File: src/rtl/surf_regs_pkg.sv
// Shared word map and byte-lane helper for the SURF ident/control register slave.
package surf_regs_pkg;

  localparam int unsigned REG_IDENT     = 0;
  localparam int unsigned REG_DATEVER   = 1;
  localparam int unsigned REG_SCRATCH   = 2;
  localparam int unsigned REG_STATUS    = 3;
  localparam int unsigned REG_PULSE     = 4;
  localparam int unsigned REG_UPTIME    = 5;
  localparam int unsigned REG_CTRL_BASE = 8;

  // Replace each byte of old_w with the matching byte of new_w where sel is set.
  function automatic logic [31:0] byte_merge(input logic [31:0] old_w,
                                             input logic [31:0] new_w,
                                             input logic [3:0]  sel);
    logic [31:0] res;
    res = old_w;
    for (int unsigned b = 0; b < 4; b++) begin
      if (sel[b]) res[8*b +: 8] = new_w[8*b +: 8];
    end
    return res;
  endfunction

endpackage

File: src/rtl/surf_wb_ack_gen.sv
// Detects a new WISHBONE request and issues exactly one single-cycle ack or err for it.
module surf_wb_ack_gen (
  input  logic clk,
  input  logic rst_n,
  input  logic cyc,
  input  logic stb,
  input  logic err_sel,
  output logic req,
  output logic ack,
  output logic err
);

  // Blocking on our own ack/err forces a one-cycle gap between responses.
  assign req = cyc & stb & ~ack & ~err;

  always_ff @(posedge clk or negedge rst_n) begin
    if (!rst_n) begin
      ack <= 1'b0;
      err <= 1'b0;
    end else begin
      ack <= req & ~err_sel;
      err <= req & err_sel;
    end
  end

endmodule

File: src/rtl/surf_id_ctrl_regs.sv
// WISHBONE register slave: ident, date/version, scratch, status, pulse strobes, uptime, control words.
// Optional macro WB_ERR_EN: unmapped words answer with wb_err_o instead of wb_ack_o.
module surf_id_ctrl_regs #(
  parameter logic [31:0]            IDENT         = "SURF",
  parameter logic [31:0]            DATEVERSION   = 32'h0,
  parameter int unsigned            ADDR_BITS     = 22,
  parameter int unsigned            REG_ADDR_BITS = 4,
  parameter int unsigned            NUM_CTRL      = 4,
  parameter logic [32*NUM_CTRL-1:0] CTRL_RESET    = '0
) (
  input  logic                     wb_clk_i,
  input  logic                     wb_rst_n_i,
  input  logic                     wb_cyc_i,
  input  logic                     wb_stb_i,
  input  logic                     wb_we_i,
  input  logic [ADDR_BITS-1:0]     wb_adr_i,
  input  logic [31:0]              wb_dat_i,
  input  logic [3:0]               wb_sel_i,
  output logic [31:0]              wb_dat_o,
  output logic                     wb_ack_o,
  output logic                     wb_err_o,
  input  logic [31:0]              status_i,
  output logic [32*NUM_CTRL-1:0]   ctrl_o,
  output logic [31:0]              pulse_o
);

  import surf_regs_pkg::*;

  logic [31:0] word_idx;
  logic        mapped;
  logic        err_sel;
  logic        req;
  logic [31:0] rd_data;
  logic [31:0] sel_mask;
  logic [31:0] scratch;
  logic [31:0] uptime;
  logic [31:0] ctrl_r [NUM_CTRL];
  logic        unused_adr;

  assign word_idx   = 32'(wb_adr_i[REG_ADDR_BITS+1:2]);
  assign mapped     = word_idx < (REG_CTRL_BASE + NUM_CTRL);
  assign sel_mask   = byte_merge('0, '1, wb_sel_i);
  assign unused_adr = ^wb_adr_i;

`ifdef WB_ERR_EN
  assign err_sel = ~mapped;
`else
  assign err_sel = 1'b0;
`endif

  surf_wb_ack_gen u_ack_gen (
    .clk     (wb_clk_i),
    .rst_n   (wb_rst_n_i),
    .cyc     (wb_cyc_i),
    .stb     (wb_stb_i),
    .err_sel (err_sel),
    .req     (req),
    .ack     (wb_ack_o),
    .err     (wb_err_o)
  );

  always_comb begin
    rd_data = '0;
    case (word_idx)
      REG_IDENT:   rd_data = IDENT;
      REG_DATEVER: rd_data = DATEVERSION;
      REG_SCRATCH: rd_data = scratch;
      REG_STATUS:  rd_data = status_i;
      REG_UPTIME:  rd_data = uptime;
      default:     rd_data = '0;
    endcase
    for (int unsigned i = 0; i < NUM_CTRL; i++) begin
      if (word_idx == REG_CTRL_BASE + i) rd_data = ctrl_r[i];
    end
  end

  always_comb begin
    ctrl_o = '0;
    for (int unsigned i = 0; i < NUM_CTRL; i++) begin
      ctrl_o[32*i +: 32] = ctrl_r[i];
    end
  end

  always_ff @(posedge wb_clk_i or negedge wb_rst_n_i) begin
    if (!wb_rst_n_i) begin
      uptime <= '0;
    end else begin
      uptime <= uptime + 32'd1;
    end
  end

  // Everything below commits on the request edge, i.e. the same edge that raises ack.
  always_ff @(posedge wb_clk_i or negedge wb_rst_n_i) begin
    if (!wb_rst_n_i) begin
      wb_dat_o <= '0;
      scratch  <= '0;
      pulse_o  <= '0;
    end else begin
      pulse_o <= '0;
      if (req) begin
        if (wb_we_i) begin
          if (word_idx == REG_SCRATCH) scratch <= byte_merge(scratch, wb_dat_i, wb_sel_i);
          if (word_idx == REG_PULSE)   pulse_o <= wb_dat_i & sel_mask;
        end else if (!err_sel) begin
          wb_dat_o <= rd_data;
        end
      end
    end
  end

  always_ff @(posedge wb_clk_i or negedge wb_rst_n_i) begin
    if (!wb_rst_n_i) begin
      for (int unsigned i = 0; i < NUM_CTRL; i++) begin
        ctrl_r[i] <= CTRL_RESET[32*i +: 32];
      end
    end else if (req && wb_we_i) begin
      for (int unsigned i = 0; i < NUM_CTRL; i++) begin
        if (word_idx == REG_CTRL_BASE + i) ctrl_r[i] <= byte_merge(ctrl_r[i], wb_dat_i, wb_sel_i);
      end
    end
  end

endmodule

File: config.mk
export PLATFORM = sky130hd
export DESIGN_NAME = surf_id_ctrl_regs
export DESIGN_NICKNAME = d
export VERILOG_FILES = /design/src/rtl/surf_regs_pkg.sv /design/src/rtl/surf_wb_ack_gen.sv /design/src/rtl/surf_id_ctrl_regs.sv
export SDC_FILE = /design/constraint.sdc
export NUM_CORES = 1
export LEC_CHECK = 0
export BUFFER_PORTS_ARGS = -buffer_cell sky130_fd_sc_hd__buf_2
export CAP_MARGIN = 20
export CORE_AREA = 5 5 142 172
export DETAILED_ROUTE_END_ITERATION = 12
export DIE_AREA = 0 0 147 177
export PLACE_DENSITY = 0.79
export RECOVER_POWER = 25
export SLEW_MARGIN = 20
export SYNTH_ARGS = -nofsm -noshare
export SYNTH_HDL_FRONTEND = slang
export SYNTH_HIERARCHICAL = 1
export SYNTH_SLANG_ARGS = --single-unit
File: constraint.sdc
create_clock -name wb_clk_i -period 2.1 [get_ports wb_clk_i]
set_input_delay 0.315 -clock wb_clk_i [delete_from_list [all_inputs] [get_ports wb_clk_i]]
set_output_delay 0.315 -clock wb_clk_i [all_outputs]
set_load 0.01 [all_outputs]
======== Yosys cells after proc, flatten, opt, wreduce, memory -nomap -nowiden ========
Cells that the tools add are included.
cells by class
  reduce and logical (&&, ||, !) cells .... 23
  bitwise gates (word level) .............. 5
  muxes and demuxes ....................... 12
  equal/unequal tests ..................... 8
  add/sub/neg operators ................... 1
operators by type and width
  cell                                                              number
  32-bit 2-to-1 mux                                                 7
  32-bit case mux with 4 select lines                               1
  3-bit AND reduction                                               16
  32-bit by 1-bit adder with 32-bit output (second input constant)  1
  32-bit AND                                                        1
  32-bit logical NOT                                                1
  8-bit 2-to-1 mux                                                  4
  4-bit == test (second input constant)                             4
  4-bit AND reduction                                               4
  4-bit by 2-bit == test with 1-bit output (second input constant)  2
  4-bit by 3-bit == test with 1-bit output (second input constant)  2
  1-bit AND                                                         2
  1-bit NOT                                                         2
  2-bit AND reduction                                               1
  1-bit logical AND                                                 1
word-level totals
  flip-flop bits (word level) ............. 257

======== Longest topological paths before layout ========
Gate-level depths: netlist of run 1.
  depth in word-level cells ............... 6
  gate-level depth with buffers ........... 8

======== Hierarchy ========
Netlist of run 1, hierarchy kept.
modules (own cells, without submodules)
  module             area an instance (um^2)  instances  seq. area each (um^2)  cells each
  surf_id_ctrl_regs  11886.4                  1          6406.1                 1001
  surf_wb_ack_gen    76.3                     1          50.0                   5

======== Least setup slack after synthesis of run 1 ========
OpenSTA, ideal clock, no wires.
  kind .................................... register -> register
  start ................................... reg u_ack_gen.ack
  end ..................................... reg wb_dat_o[19]
  cell stages (with the launch flop) ...... 8
  setup time .............................. 119 ps
  setup slack ............................. 241 ps
  period minus slack after synthesis ...... 1859 ps
  data arrival time ....................... 1741 ps
  cells stage by stage .................... dfrtp_1 -> and4bb_1 -> buf_2 -> nor2b_1 -> buf_2 -> buf_1 -> o221ai_1 -> o21a_1
on the way
  longest elaborated chain between the ends .. 3
ends and longest elaborated chain
  item                                  RTL line                  source
  start: declaration                    surf_wb_ack_gen.sv:9      output logic ack,
  start signal: assignment              surf_wb_ack_gen.sv:21     ack <= req & ~err_sel;
  1-bit NOT                             surf_wb_ack_gen.sv:14     assign req = cyc & stb & ~ack & ~err;
  1-bit AND                             surf_wb_ack_gen.sv:14
  named net req                         surf_id_ctrl_regs.sv:32   logic req;
  2-bit AND reduction (no source line)  -
  end signal: assignment                surf_id_ctrl_regs.sv:105  wb_dat_o <= rd_data;
  end: declaration                      surf_id_ctrl_regs.sv:19   output logic [31:0] wb_dat_o,
The timed path passes the listed nets, and every way through them passes these cells.
A chain may end at the register's enable or synchronous reset.

======== Worst setup path in the final report of run 1 ========
  start ................................... reg u_ack_gen.ack
  end ..................................... reg wb_dat_o[11]
Same word-level chain as after synthesis.

==> results of run 1 <==
power by group through the flow:
stage / registers, W / clock network [W] / logic (W)
finish: 0.00561 / 0.00474 / 0.00168
global route: 0.00565 / 0.00499 / 0.00182
CTS: 0.00561 / 0.00479 / 0.00170
global placement: 0.00567 / 0 / 0.00164
floorplan: 0.00579 / 0 / 0.000710
detailed placement: 0.00569 / 0 / 0.00168
logic make-up (layout without fill, tap and decap cells):
logic type	count (synthesis)	in the layout	synth area share (%)
AND/OR/NAND/NOR	263	263	12.2
buffers and inverters	65	389	2.43
other	1	3	0.0313
flip-flops	258	258	54.0
AO/OA/AOI/OAI	177	177	9.57
XOR/XNOR	30	30	2.20
multiplexers	211	211	19.5
adder cells (fa/ha/maj)	1	1	0.105
stage by stage:
step                      utilization, %  power, W
after detailed placement            61.8   0.00737
after floorplan                        -   0.00650
final                               65.6    0.0120
after CTS                           65.7    0.0121
after global routing                65.6    0.0125
after global placement              61.8   0.00731
how the worst max path moves through the flow:
stage                        startpoint            to  slack [ps]  depth (start not counted)
after global routing      u_ack_gen/ack  wb_dat_o[11]          50                          8
after global placement      wb_adr_i[5]    ctrl_o[15]         120                          6
after floorplan           u_ack_gen/ack  wb_dat_o[19]         240                          7
final                     u_ack_gen/ack  wb_dat_o[11]         170                          8
after detailed placement    wb_adr_i[5]    ctrl_o[15]          90                          6
after CTS                 u_ack_gen/ack  wb_dat_o[11]         120                          8
state kept, by name, summed over array words and instances, names as in the netlist:
| signal | count |
|---|---|
| ctrl_o | 128 |
| pulse_o | 32 |
| scratch | 32 |
| u_ack_gen/ack | 1 |
| u_ack_gen/err | 1 |
| uptime | 32 |
| wb_dat_o | 32 |
placed cells by master (no fill, tap or decap), drive strengths merged, types with 6 or more instances in the layout:
cell     count
buf        336
and3        11
nor2b       19
o22ai       46
and2        38
mux2i       32
nand3b      14
clkinv       6
a21oi       47
a22oi       15
nor2        56
nor3        19
o2bb2ai     14
nand3       35
o221a       14
nand2       48
dfrtp      258
o21ai       33
nand4        8
xor2         7
mux2       179
clkbuf      41
xnor2       23
per-layer routing:
metal | wire [um] | up-vias | global-route usage, %
met5 | 11 | - | 0
met4 | 1430 | 2 | 10.8
met3 | 3140 | 80 | 5.61
met2 | 18200 | 482 | 47.3
met1 | 14100 | 4846 | 35.2
li1 | - | 4268 | -
what timing repair did:
action,4_1_cts,5_1_grt
resized for setup,0,1
hold buffers,1,0
setup endpoints to repair,0,1
hold endpoints to repair,57,0
cell type report:
cell class,instances,area (sq um)
tap,283,354
fill,1699,7790
inverter,2,7.51
timing repair buffer,340,1940
clock buffer,38,766
multi-input combinational,684,5240
sequential,258,6460
clock inverter,9,113
antenna,1,2.50
worst max-delay path: cells and delay by family, from the launching register on:
family                 cells  cell delay, ps
and+or+nand+nor            4             660
buffers and inverters      3             620
DFF                        1             380
AOI/OAI and AO/OA          1             160
==> flow_summary.toml, run 1 <==
[run_status]
status = "finished, final reports clean"

[sta]
max_clock_freq_mhz = 518
setup_viol = 0
rsz0062_at_grt = "no"
fin_skew_ps = 10.2
relSlewSlack_pct = 30.1
hold_viol = 0
drv_slew = 0
worst_pin_slew_ps = 1050
hold_ws_ps = 72.9
period_minus_slack_ps = 1930
setup_ws_ps = 171
fin_crit_sh_pct = 91.9
fin_tns_setup_ps = 0

[place]
pre_cts_ws_ps = 94.4
portBuffers = 270
place_area_sq_um = 14000
dp.cells = 1566
gp_congestion = 0.934
hpwl_um = 26500

[finish]
syn_to_final_growth_pct = 24.3
drive_gt1_share_pct = 44.6
finalNonFillerCells = 1615
design_area_sq_um = 14900
fin_nets = 1408

[setup_path]
r2r_start = "u_ack_gen/ack"
crit_required_ps = 2520
worstPathMaxFanout = 17
cp-start-kind = "flop"
cpMaxStageDelayCell = "dfrtp_1"
crit_chain = "and4bb_1 -> buf_4 -> nor2b_4 -> buf_6 -> nand2_1 -> buf_4 -> o22ai_1 -> nor2_1"
crit_type = "reg -> reg"
r2r_end = "wb_dat_o[11]"
crit_path_frequent_cell = "buf_4"
cpPeakStageDelay_ps = 380
ff2ff_path_depth = 8
arrival_ps = 2350
cp-end-kind = "flop"
ff2ff_setup_slack_ps = 170

[clocking]
cts_max_path_buffers = 3
cts-htree-levels = 1
worst_setup_hold_path_clk_slew_ps = 60
cts_setup_buffers = 0
clock_sinks = 258
insertion_delay_ps = 540
cts_made_buffers = 26
cts_tree = "yes"
clockRootBuffer = "clkbuf_16"

[power]
pwr_density_cell_nw_per_um2 = 809
p_comb_share_pct = 14.0
internal-power_w = 0.00888
clockPowerShare_pct = 39.4
switching_power_w = 0.00315
ir_drop_mv = 0.651
seq_power_share_pct = 46.7
leakagePower_nw = 7.65
p_sw_share_pct = 26.2

[yosys]
synth.distinct_cells = 54
yosysWarnings = 6
postSynthAreaPerCell_sq_um = 11.9
yosysSeqAreaShare_pct = 54.0
async_flop_share_pct = 100
synth.largest_area_cell = "dfrtp_1"
synth_area_leaders = "dfrtp_1 (54%), mux2_2 (17%), mux2i_1 (2.7%)"
yosysMostFrequentCell = "dfrtp_1"
syn_inst = 1006
synth_top_flop_cell = "dfrtp_1"
synth_edf_count = 0
syn_area_sq_um = 12000
synth_seq_cells = 258
synth_top_area_share_pct = 54.0
synth_common_cells = "dfrtp_1 (258), mux2_2 (178), nor2_1 (52)"

[floorplan]
die_y_um = 177
io_pins = 289
rows = 61
fp.dieArea_sq_um = 26000
coreArea_sq_um = 22700
start_util_pct = 52.8
die_width_um = 147

[global_routing]
gr-usage-all-layers_pct = 27.8
antenna_found_initial = 1
grt_pass1_vias = 9933
grt_pass1_wl_um = 56600
gr-total-overflow = 0
grt_max_degree = 63

[drt]
route.detailed.drc = 0
drt-vias-per-instance = 5.99
wl_per_cell_um = 22.9
final_antenna_net_count = 0
totalWireLength_um = 36900
vias = 9678
dr.pass1.iters = 5
initialDrtViolationCount = 843

[run]
drv_cap = 0

[worst_hold_path]
min_from = "wb_dat_i[18]"
timing.hold.worst.class = "in -> reg"
holdPathStages = 2
holdPathEnd = "pulse_o[18]"
(Power assumes the default switching activity.)
==> inputs of run 2 (changes only) <==
- MAX_ROUTING_LAYER: not set -> met4
==> run 2 against run 1 <==
Effect of this change:
- largest cell class unchanged
- critical path depth shrank 1
- setup slack lost 8.0 ps
- sequential power is essentially flat
- sequential share of layout area shrank 0.14 points
- critical path type unchanged
- power grew 0.53%
- the run now ends with capacitance limit, slew limit left
==> flow_summary.toml, run 2 (synthesis results as in run 1) <==
[clocking]
cts-htree-levels = 1
cts_max_path_buffers = 3
worst_setup_hold_path_clk_slew_ps = 60
cts_tree = "yes"
clock_sinks = 258
insertion_delay_ps = 540
cts_made_buffers = 26
cts_setup_buffers = 0
clockRootBuffer = "clkbuf_16"

[worst_hold_path]
timing.hold.worst.class = "in -> reg"

[drt]
wl_per_cell_um = 22.2
dr.pass1.iters = 5
final_antenna_net_count = 0
drt-vias-per-instance = 5.96
vias = 9668
initialDrtViolationCount = 672
totalWireLength_um = 36000
route.detailed.drc = 0

[place]
hpwl_um = 26100
portBuffers = 270
gp_congestion = 0.935
place_area_sq_um = 14000

[sta]
fin_crit_sh_pct = 92.2
hold_viol = 0
rsz0062_at_grt = "no"
relSlewSlack_pct = -5.07
period_minus_slack_ps = 1940
fin_tns_setup_ps = 0
drv_slew = 59
setup_viol = 0
max_clock_freq_mhz = 516
fin_skew_ps = 27.6
worst_pin_slew_ps = 1580
hold_ws_ps = 57.8

[global_routing]
grt_max_degree = 65
grt_pass1_vias = 9920
gr-total-overflow = 0
grt_pass1_wl_um = 56000
gr-usage-all-layers_pct = 28.2
antenna_found_initial = 4

[finish]
drive_gt1_share_pct = 45.0
design_area_sq_um = 14900
fin_nets = 1410
multi_input_area_sq_um = 5240
register_area_sq_um = 6460
final_util_pct = 65.8
final_common_cell = "buf_2"
fill_cells = 1673
largest_reg_flops = 128
final_cell_mix = "buf_2 (268), dfrtp_1 (258), mux2_2 (178), buf_4 (67), nor2_1 (52)"
syn_to_final_growth_pct = 24.7

[run_status]
violations = "capacitance limit, slew limit"
status = "finished with violations"

[power]
leakagePower_nw = 7.67
pwr_density_cell_nw_per_um2 = 811
ir_drop_mv = 0.718

[floorplan]
fp.dieArea_sq_um = 26000
io_pins = 289
rows = 61
coreArea_sq_um = 22700
die_width_um = 147
start_util_pct = 52.8
die_y_um = 177

[setup_path]
crit_required_ps = 2520
worstPathMaxFanout = 17
crit_type = "reg -> reg"
cp-start-kind = "flop"
arrival_ps = 2360
cp-end-kind = "flop"

[run]
drv_cap = 1
## run 2: cell count changes in the layout (fill, tap and decap cells not counted), sizes merged
cell      before  now
bufinv         2    3
buf          336  339
inv            3    2
clkbuf        41   38
diode          1    5
clkinvlp       0    2
## run 2: worst max-delay path: stages, from the launching register on
cell and delay (ps):
dfrtp_1 370, and4bb_4 430, nor2b_4 210, buf_4 280, nand2_1 110, buf_4 190
o22ai_1 170, nor2_1 70
## run 2: through the flow
stage / std cells / power, W / setup WS (ps)
after CTS: 1616 / 0.0122 / 50.1
after global routing: 1620 / 0.0126 / 27.9
after floorplan: 1007 / 0.00650 / 241
after global placement: 1568 / 0.00732 / 92.0
final: 1621 / 0.0121 / 163
after detailed placement: 1568 / 0.00737 / 11.8
## run 2: path summary, 6_finish.rpt
kind	startpoint	end	slack, ps	depth (start not counted)
setup / recovery	u_ack_gen/ack	wb_dat_o[8]	160	7
hold / removal	wb_dat_i[16]	pulse_o[16]	60	2
setup reg to reg	u_ack_gen/ack	wb_dat_o[8]	160	7
hold reg to reg	uptime[14]	uptime[14]	490	1
max in group asynchronous	wb_rst_n_i	uptime[31]	330	3
min in group asynchronous	wb_rst_n_i	pulse_o[18]	710	2
## run 2: area by class of cell
type	count	share of cell area, %
flip-flops and latches	258	43.3
multi-input cells	684	35.1
repair buffers	342	13.0
clock buffers	36	5.08
well taps	283	2.37
clock inverters	11	0.981
diodes	5	0.0839
inverters	2	0.0503
## run 2: routing by layer
layer,vias up,GRT usage [%],wire (um)
met5,-,-,0
met2,479,46.0,17600
li1,4270,-,-
met3,118,6.33,3160
met4,0,11.6,1550
met1,4801,34.3,13800
## run 2: repair_timing
action | 4_1_cts | 5_1_grt
hold buffers | 1 | 0
endpoints found under the setup margin | 0 | 23
resized for setup | 0 | 2
endpoints found under the hold margin | 56 | 0
## run 2: power breakdown
| group | switching, W | leakage (nW) | internal (W) |
|---|---|---|---|
| Sequential | 0.000272 | 3.47 | 0.00534 |
| Clock | 0.00192 | 0.443 | 0.00289 |
| Combinational | 0.000915 | 3.75 | 0.000762 |
==> inputs of run 3 (changes only) <==
- clock period: 2.1 -> 2.2 ns (I/O delays scaled with it)
==> run 3 against run 2 <==
Effect of this change:
- combinational power down 5%
- die area unchanged
- sequential share of layout area up 0.40 points
- critical path type unchanged
- worst hold slack better by 16 ps
- clock power down 6.9%
- cell count down 0.93%
- clock skew down 14 ps
- critical path depth down 3
- the flow still finishes with violations (capacitance limit, slew limit)
==> flow_summary.toml, run 3 (synthesis results as in run 1) <==
[setup_path]
worstPathMaxFanout = 11
cp-end-kind = "flop"
cpPeakStageDelay_ps = 490
arrival_ps = 2530
crit_type = "reg -> reg"
critPathLaunch = "u_ack_gen/ack"
crit_buf_inv = 0
crit_required_ps = 2620
crit_chain = "and4bb_2 -> and3_1 -> nand3_1 -> mux2_2"
path_delay_family = "simple AND/OR/NAND/NOR gates"
cpMaxStageDelayCell = "and4bb_2"
r2r_start = "u_ack_gen/ack"
cp-start-kind = "flop"

[power]
p_total_w = 0.0114
clockPowerShare_pct = 39.2
switching_power_w = 0.00302
internal-power_w = 0.00842
ir_drop_mv = 0.679
p_comb_share_pct = 14.0
leakagePower_nw = 7.60
p_sw_share_pct = 26.4
pwr_density_cell_nw_per_um2 = 774
seq_power_share_pct = 46.8

[global_routing]
grt_pass1_wl_um = 56600
gr-total-overflow = 0
antenna_found_initial = 1
grt_max_degree = 68
grt_pass1_vias = 9995
gr-usage-all-layers_pct = 28.5

[sta]
fin_skew_ps = 13.6
hold_viol = 0
setup_viol = 0
fin_crit_sh_pct = 95.8
setup_ws_ps = 93.4
period_minus_slack_ps = 2110
relSlewSlack_pct = -8.25
worst_pin_slew_ps = 1620
drv_slew = 67
max_clock_freq_mhz = 475
hold_ws_ps = 73.8
rsz0062_at_grt = "yes"

[finish]
drive_gt1_share_pct = 44.5
largest_reg_flops = 128
fin_nets = 1396
syn_to_final_growth_pct = 23.6
final_cell_mix = "buf_2 (269), dfrtp_1 (258), mux2_2 (178), nor2_1 (52), buf_4 (52)"
finalNonFillerCells = 1606
final_common_cell = "buf_2"

[drt]
dr.pass1.iters = 5
dr_wl_met2_um = 17800
vias = 9590
totalWireLength_um = 36500
wl_per_cell_um = 22.7
drt-vias-per-instance = 5.97
wl_met3_um = 2920
initialDrtViolationCount = 758
final_antenna_net_count = 0
route.detailed.drc = 0
met1_length_um = 14200
top_layer = "met4"

[place]
portBuffers = 270
hpwl_um = 26200
gp_congestion = 0.920
pre_cts_ws_ps = -14.0
dp.cells = 1554

[clocking]
cts_max_path_buffers = 3
clock_sinks = 258
cts_made_buffers = 26
insertion_delay_ps = 540
worst_setup_hold_path_clk_slew_ps = 60
cts_tree = "yes"
clockRootBuffer = "clkbuf_16"
cts-htree-levels = 1

[floorplan]
rows = 61
fp.dieArea_sq_um = 26000
die_y_um = 177
die_width_um = 147
coreArea_sq_um = 22700
start_util_pct = 52.8
io_pins = 289

[run_status]
status = "finished with violations"
violations = "capacitance limit, slew limit"

[run]
drv_cap = 1

[worst_hold_path]
min_from = "wb_dat_i[16]"
timing.hold.worst.class = "in -> reg"
-- run 3: cell type report --
cell class	count	area, sq um
timing repair buffer	328	1840
multi-input combinational	684	5240
clock inverter	9	88.8
sequential	258	6460
tap	283	354
antenna	3	7.51
inverter	2	7.51
fill	1703	7880
clock buffer	39	790
-- run 3: power by group through the flow --
stage / sequential [W] / clock [W] / combinational [W]
after floorplan: 0.00553 / 0 / 0.000678
after global placement: 0.00542 / 0 / 0.00157
after detailed placement: 0.00543 / 0 / 0.00160
after CTS: 0.00535 / 0.00455 / 0.00161
after global routing: 0.00540 / 0.00476 / 0.00173
final: 0.00536 / 0.00448 / 0.00160
-- run 3: metrics by stage --
stage / cell area, sq um / utilization, % / TNS (ps)
2_1_floorplan: 12000 / - / 0
3_3_place_gp: 13900 / 61.4 / 0
3_5_place_dp: 13900 / 61.4 / -78.8
4_1_cts: 14800 / 65.3 / 0
5_1_grt: 14800 / 65.2 / -896
6_report: 14800 / 65.2 / 0
-- run 3: path summary, 6_finish.rpt --
check                               end  slack, ps  cells past startpoint
max reg2reg                  ctrl_o[76]         90                      4
min reg2reg                wb_dat_o[17]        500                      2
max                          ctrl_o[76]         90                      4
min in group asynchronous    ctrl_o[18]        750                      2
max in group asynchronous    scratch[4]        270                      3
min                         pulse_o[16]         70                      2
-- run 3: per-layer routing --
metal / up-vias / GRT usage (%)
met5: - / -
met4: 0 / 12.4
met3: 109 / 5.23
met2: 445 / 46.2
met1: 4807 / 35.4
li1: 4229 / -
-- run 3: timing repair --
action / in CTS / in global routing
setup buffers: 0 / 0
gates resized for setup: 1 / 0
endpoints found under the setup margin: 17 / 16
hold buffers: 1 / 0
hold endpoints to repair: 62 / 0
